==> src/rtl/instr_fetch.sv <==
// Instruction fetch unit: holds the PC, fetches one instruction at a time over a
// request/response memory handshake and presents it to decode under valid/ready.
module instr_fetch #(
  parameter logic [31:0] RESET_PC = 32'h0000_0000
) (
  input  logic        clk,
  input  logic        rst_n,
  input  logic        fetch_en,
  output logic        imem_req,
  output logic [31:0] imem_addr,
  input  logic        imem_ready,
  input  logic        imem_rvalid,
  input  logic [31:0] imem_rdata,
  output logic [31:0] Instr,
  output logic [5:0]  Op,
  output logic [31:0] PCPlus4,
  output logic        instr_valid,
  input  logic        instr_ready,
  input  logic        Jump,
  input  logic        Branch,
  input  logic        Zero,
  output logic [31:0] retired
);

  localparam logic [1:0] S_REQ  = 2'd0;
  localparam logic [1:0] S_WAIT = 2'd1;
  localparam logic [1:0] S_HOLD = 2'd2;

  logic [1:0]  state_q, state_d;
  logic [31:0] pc_q, pc_d;
  logic [31:0] instr_q, instr_d;
  logic [31:0] retired_q, retired_d;

  logic [31:0] pc_plus4;
  logic [31:0] jump_target;
  logic [31:0] branch_target;
  logic [31:0] next_pc;

  // PCPlus4 is derived from the PC register, so it is stable for as long as the PC is.
  assign pc_plus4      = pc_q + 32'd4;
  assign jump_target   = {pc_plus4[31:28], instr_q[25:0], 2'b00};
  assign branch_target = pc_plus4 + {{14{instr_q[15]}}, instr_q[15:0], 2'b00};

  always_comb begin
    if (Jump) begin
      next_pc = jump_target;
    end else if (Branch && Zero) begin
      next_pc = branch_target;
    end else begin
      next_pc = pc_plus4;
    end
  end

  always_comb begin
    // NOTE: every signal gets a default before the case so no path can infer a latch.
    state_d   = state_q;
    pc_d      = pc_q;
    instr_d   = instr_q;
    retired_d = retired_q;
    imem_req  = 1'b0;
    case (state_q)
      S_REQ: begin
        imem_req = fetch_en;
        if (fetch_en && imem_ready) begin
          state_d = S_WAIT;
        end
      end
      S_WAIT: begin
        if (imem_rvalid) begin
          instr_d = imem_rdata;
          state_d = S_HOLD;
        end
      end
      S_HOLD: begin
        if (instr_ready) begin
          retired_d = retired_q + 32'd1;
          pc_d      = next_pc;
          state_d   = S_REQ;
        end
      end
      default: state_d = S_REQ;
    endcase
  end

  // NOTE: sequential state uses non-blocking assignments so all flops update together.
  always_ff @(posedge clk or negedge rst_n) begin
    if (!rst_n) begin
      state_q   <= S_REQ;
      pc_q      <= RESET_PC;
      instr_q   <= 32'h0;
      retired_q <= 32'h0;
    end else begin
      state_q   <= state_d;
      pc_q      <= pc_d;
      instr_q   <= instr_d;
      retired_q <= retired_d;
    end
  end

  assign imem_addr   = pc_q;
  assign Instr       = instr_q;
  assign Op          = instr_q[31:26];
  assign PCPlus4     = pc_plus4;
  assign instr_valid = (state_q == S_HOLD);
  assign retired     = retired_q;

endmodule
==> config.mk <==
export PLATFORM = sky130hd
export DESIGN_NAME = instr_fetch
export DESIGN_NICKNAME = d
export VERILOG_FILES = /design/src/rtl/instr_fetch.sv
export SDC_FILE = /design/constraint.sdc
export NUM_CORES = 1
export LEC_CHECK = 0
export CAP_MARGIN = 10
export CORE_ASPECT_RATIO = 0.6
export CORE_MARGIN = 1.5
export CORE_UTILIZATION = 49
export CTS_CLUSTER_DIAMETER = 150
export DETAILED_ROUTE_END_ITERATION = 8
export HOLD_SLACK_MARGIN = 0.1
export PLACE_DENSITY = 0.81
export SLEW_MARGIN = 20
export SYNTH_ARGS = -nofsm -noshare
export SYNTH_HDL_FRONTEND = slang
export SYNTH_SLANG_ARGS = --single-unit
==> constraint.sdc <==
create_clock -name clk -period 4.9 [get_ports clk]
set_clock_uncertainty 0.05 [all_clocks]
set_input_delay 0.98 -clock clk [delete_from_list [all_inputs] [get_ports clk]]
set_output_delay 0.98 -clock clk [all_outputs]
set_load 0.02 [all_outputs]
Word-level counts from Yosys, hierarchy flattened
Cells that the tools add are included.
- add/subtract/negate cells: 3
- equal/unequal tests: 5
- mux-type cells: 7
- reduce and logical (&&, ||, !) cells: 6
- operators by type and width (kind ; count):
    2-to-1 mux 32 bit ; 2
    adder 32 x 1 -> 32 bit (second input constant) ; 1
    adder 32 x 3 -> 32 bit (second input constant) ; 1
    adder 32 bit ; 1
    2-to-1 mux 2 bit ; 3
    one-hot mux 2 bit (3 select lines) ; 1
    != test 2 bit (second input constant) ; 2
    AND reduction 2 bit ; 2
    AND reduction 3 bit ; 1
    == test 2 x 1 -> 1 bit (second input constant) ; 1
    == test 2 bit (second input constant) ; 1
    logical AND 1 bit ; 2
    logical NOT 2 bit ; 1
    != test 2 x 1 -> 1 bit (second input constant) ; 1
    2-to-1 mux 1 bit ; 1
- bits in registers: 98
- input port bits: 41
- output and inout bits: 136
- logic and storage cells: 25

Depth between registers and ports, before layout
- word-level depth: 4
- mapped depth: 18
- mapped depth without buffers: 17

Least setup slack after synthesis
No wires, ideal clock.
- path kind: reg2reg
- start point: reg pc_q[11], in the netlist imem_addr[11]
- end point: reg pc_q[31], in the netlist imem_addr[31]
- data arrival time: 3.725 ns
- path slack: 0.994 ns
- stages on the path, launching flop included: 17
- path buffers: 0
- period minus slack after synthesis: 3.906 ns
- path through: dfrtp_1 and4_1 nand3_1 nor3_1 and3_1 nand2_1 xnor2_1 ha_1 a21oi_1 o21ai_0 a221oi_1 o41ai_1 nor4b_1 o21ai_0 o211ai_1 xnor2_1 o21ai_1
- longest elaborated chain between the ends: 4
- ends and longest elaborated chain (element ; RTL line ; source):
    start, declared ; 30 ; logic [31:0] pc_q, pc_d;
    start signal, assigned ; 94 ; pc_q <= pc_d;
    adder 32 x 3 -> 32 bit ; 40 ; assign pc_plus4 = pc_q + 32'd4;
    net PCPlus4[26] ; 16 ; output logic [31:0] PCPlus4,
    adder 32 bit ; 42 ; assign branch_target = pc_plus4 + {{14{instr_q[15]}}, instr_q[15:0], 2'b00};
    2-to-1 mux 32 bit ; 47 ; end else if (Branch && Zero) begin
    2-to-1 mux 32 bit ; 45 ; if (Jump) begin
The timed path passes the listed nets, and every way through them passes these cells.
A chain may end at the register's enable or synchronous reset.

Final worst setup path
- start point: reg pc_q[2], in the netlist imem_addr[2]
- end point: out PCPlus4[30]
- longest elaborated chain between the ends: 1
- ends and longest elaborated chain (element ; RTL line):
    adder 32 x 3 -> 32 bit ; 40
    end, declared ; 16
Every way passes these cells.

==> results.md <==
- Outcome: finished, final reports clean
- Peak VDD IR: 0.493 mV
- Cell count after synthesis: 691
- Final setup TNS: 0 ns
- Wire per inst: 20.1 um
- Root buffer cell: clkbuf_16
- Global-route wire length before repair: 32.4 mm
- Lkg Pwr: 3.76 nW
- Count of final setup violators: 0
- Crit Path Class: reg2out
- Starting density of the core: 50.3%
- Share of cells above drive strength 1: 9.44%
- Vias/cell: 5.88
- FF-to-FF End: imem_addr[31]$_DFFE_PN0P_
- Htree depth: 3
- Initial antenna violation count: 0
- Sequential area share after synthesis: 37.0%
- Max Clk Rate: 228 MHz
- Max cap viols: 0
- Die Area: 0.0140 sq mm
- Minimum setup slack among reg-to-reg paths: 0.57 ns
- Seq cells post-synth: 96
- Post-synth EDFFs: 0
- WP data arrival: 3.36 ns
- Post-CTS sizing: 0
- First-pass DRT Iterations: 5
- DRT iter0 DRCs: 388
- Clock sink count: 96
- Worst-path clk slew: 0.08 ns
- Startpoint Class: flip-flop
- Vias in the first global route: 5817
- Rel. slew slack: 34.5%
- Worst hold margin: 0.428 ns
- Max-slew violation count: 0
- Routed WL: 20.7 mm
- Slowest CP cell: clkdlybuf4s50_1
- R2r startpoint: imem_addr[2]$_DFFE_PN0P_
- Critical Path RT: 3.87 ns
- Commonest cells after routing, fill and taps aside: 171 x clkdlybuf4s50_1, 96 x dfrtp_1, 79 x nand2_1
- R2R depth: 16
- Post-route clock period utilization: 89.6%
- Die Span X: 152 um
- Buf/Inv on CP: 1
- Synth cell types: 71
- Avg Inst Size Synth: 9.38 sq um
- I/O pins: 177
- CTS tree: yes
- Mapped Area: 0.00648 sq mm
- Area of the multi-input gates: 0.00387 sq mm
- Diodes inserted: 0
- Max Buffers Root-to-Sink: 2
- Endpoints failing hold: 0
- Area leader, netlist: dfrtp_1
- PnR worst setup slack: 0.508 ns
- Asr flop ratio synth: 100%
- Hold Path Sink: retired[31]$_DFFE_PN0P_
- Post-synth top area share: 37.0%
- Tot Pwr: 0.00619 W
- GRT Overall Usage: 30.4%
- Area Overhead vs Synth: 33.2%
- Port Buffers: 172
- Total gr overflow: 0
- RSZ-0062 raised after global routing: false
- Critical path capture point type: primary output
- Die Y: 92.1 um
- DP HPWL: 15.7 mm
- CP Max Fanout: 6
- Fin nets: 932
- RePlAce Congestion: 0.954
- Top post-synthesis cells by area: dfrtp_1 37%, xnor2_1 7.2%, ha_1 7.1%
- Core area: 0.0129 sq mm
- Top FF cell, synth: dfrtp_1
- Critical path, cell by cell: ha_1, nand3_1, nor3_1, and3_1, nand2_1, xnor2_1, clkdlybuf4s50_1
- Worst-skew pair later-pin latency: 0.36 ns
- Yosys warns: 0
- Crit-path leading delay family: simple AND/OR/NAND/NOR gates
- Drt drc: 0
- Rows: 32
- Register area: 0.00240 sq mm
- Routed vias: 6046
- Pwr Density: 716 mW/mm^2
- Antenna-violating nets left: 0
- Hold WC Path Type: reg2reg
- Fin crit period: 4.39 ns
- Hold path depth: 1
- CTS Hold Bufs: 0
- Dpl ws: 0.788 ns
- Worst-Margin Slew: 0.983 ns
- Filler cells: 1039
- Commonest non-fill, non-tap cell in the layout: clkdlybuf4s50_1
- Hold_sp: retired[31]$_DFFE_PN0P_
- Post CTS Setup Buffer Count: 0
- Critical Path Max Stage Delay: 0.69 ns
- Inserted Clock Buffers: 9
- Pin count of the biggest net entering global routing: 57
state kept, by name (all words and copies together) (netlist names):
| register | cells |
|---|---|
| Instr | 32 |
| state_q | 2 |
| retired | 32 |
| imem_addr | 30 |
per-layer routing:
metal | vias to the layer above | part of all wire [%] | GRT usage [%]
li1 | 2801 | - | -
met1 | 2917 | 47 | 46.2
met2 | 308 | 41 | 42.4
met3 | 20 | 11 | 9.30
met4 | 0 | 0.89 | 5.05
met5 | - | 0 | 0
power breakdown:
| part | total [W] | switching [W] | internal, W | leakage [nW] |
|---|---|---|---|---|
| registers | 0.00144 | 0.000397 | 0.00104 | 1.21 |
| clock network | 0.000739 | 0.000372 | 0.000367 | 0.152 |
| logic | 0.00401 | 0.00224 | 0.00177 | 2.39 |
Yosys cell counts (13+ instances only):
library cell / count
a21o_1: 18
a21oi_1: 36
and3_1: 19
buf_4: 13
clkbuf_1: 21
dfrtp_1: 96
ha_1: 37
mux2_2: 34
nand2_1: 79
nand3_1: 30
nor2_1: 38
o21ai_0: 44
xnor2_1: 53
xor2_1: 26
metrics by stage:
step | cells | util [%] | cell area (sq um)
finish | 1028 | 67.0 | 8640
floorplan | 694 | - | 6500
global placement | 1012 | 64.6 | 8330
global route | 1028 | 67.0 | 8640
detailed placement | 1012 | 64.6 | 8330
CTS | 1028 | 67.0 | 8640
cell families after synthesis:
logic type | count (synthesis) | synth area share, %
multiplexers | 38 | 6.52
AO/OA/AOI/OAI | 168 | 16.8
XOR/XNOR | 81 | 11.2
flip-flops | 96 | 37.0
adder cells (fa/ha/maj) | 38 | 7.45
AND/OR/NAND/NOR | 222 | 17.5
other | 1 | 0.0578
buffers and inverters | 47 | 3.47
final cells by class:
type,instances,share of cell area [%]
inverter,13,0.565
sequential,96,27.8
clock inverter,7,1.03
clock buffer,9,2.61
timing repair buffer,182,20.8
tap,170,2.46
multi-input combinational,551,44.8
how the worst max path moves through the flow:
stage                     depth (start not counted)  slack [ns]                        end                 startpoint
final                                             7        0.51                PCPlus4[30]   imem_addr[2]$_DFFE_PN0P_
after global placement                           16        0.95  imem_addr[31]$_DFFE_PN0P_  imem_addr[11]$_DFFE_PN0P_
after CTS                                         7        0.62                PCPlus4[30]   imem_addr[2]$_DFFE_PN0P_
after floorplan                                  16        0.99  imem_addr[31]$_DFFE_PN0P_  imem_addr[11]$_DFFE_PN0P_
after global routing                             16        0.14  imem_addr[31]$_DFFE_PN0P_   imem_addr[2]$_DFFE_PN0P_
after detailed placement                         16        0.79  imem_addr[31]$_DFFE_PN0P_  imem_addr[11]$_DFFE_PN0P_
(Power assumes the default switching activity.)
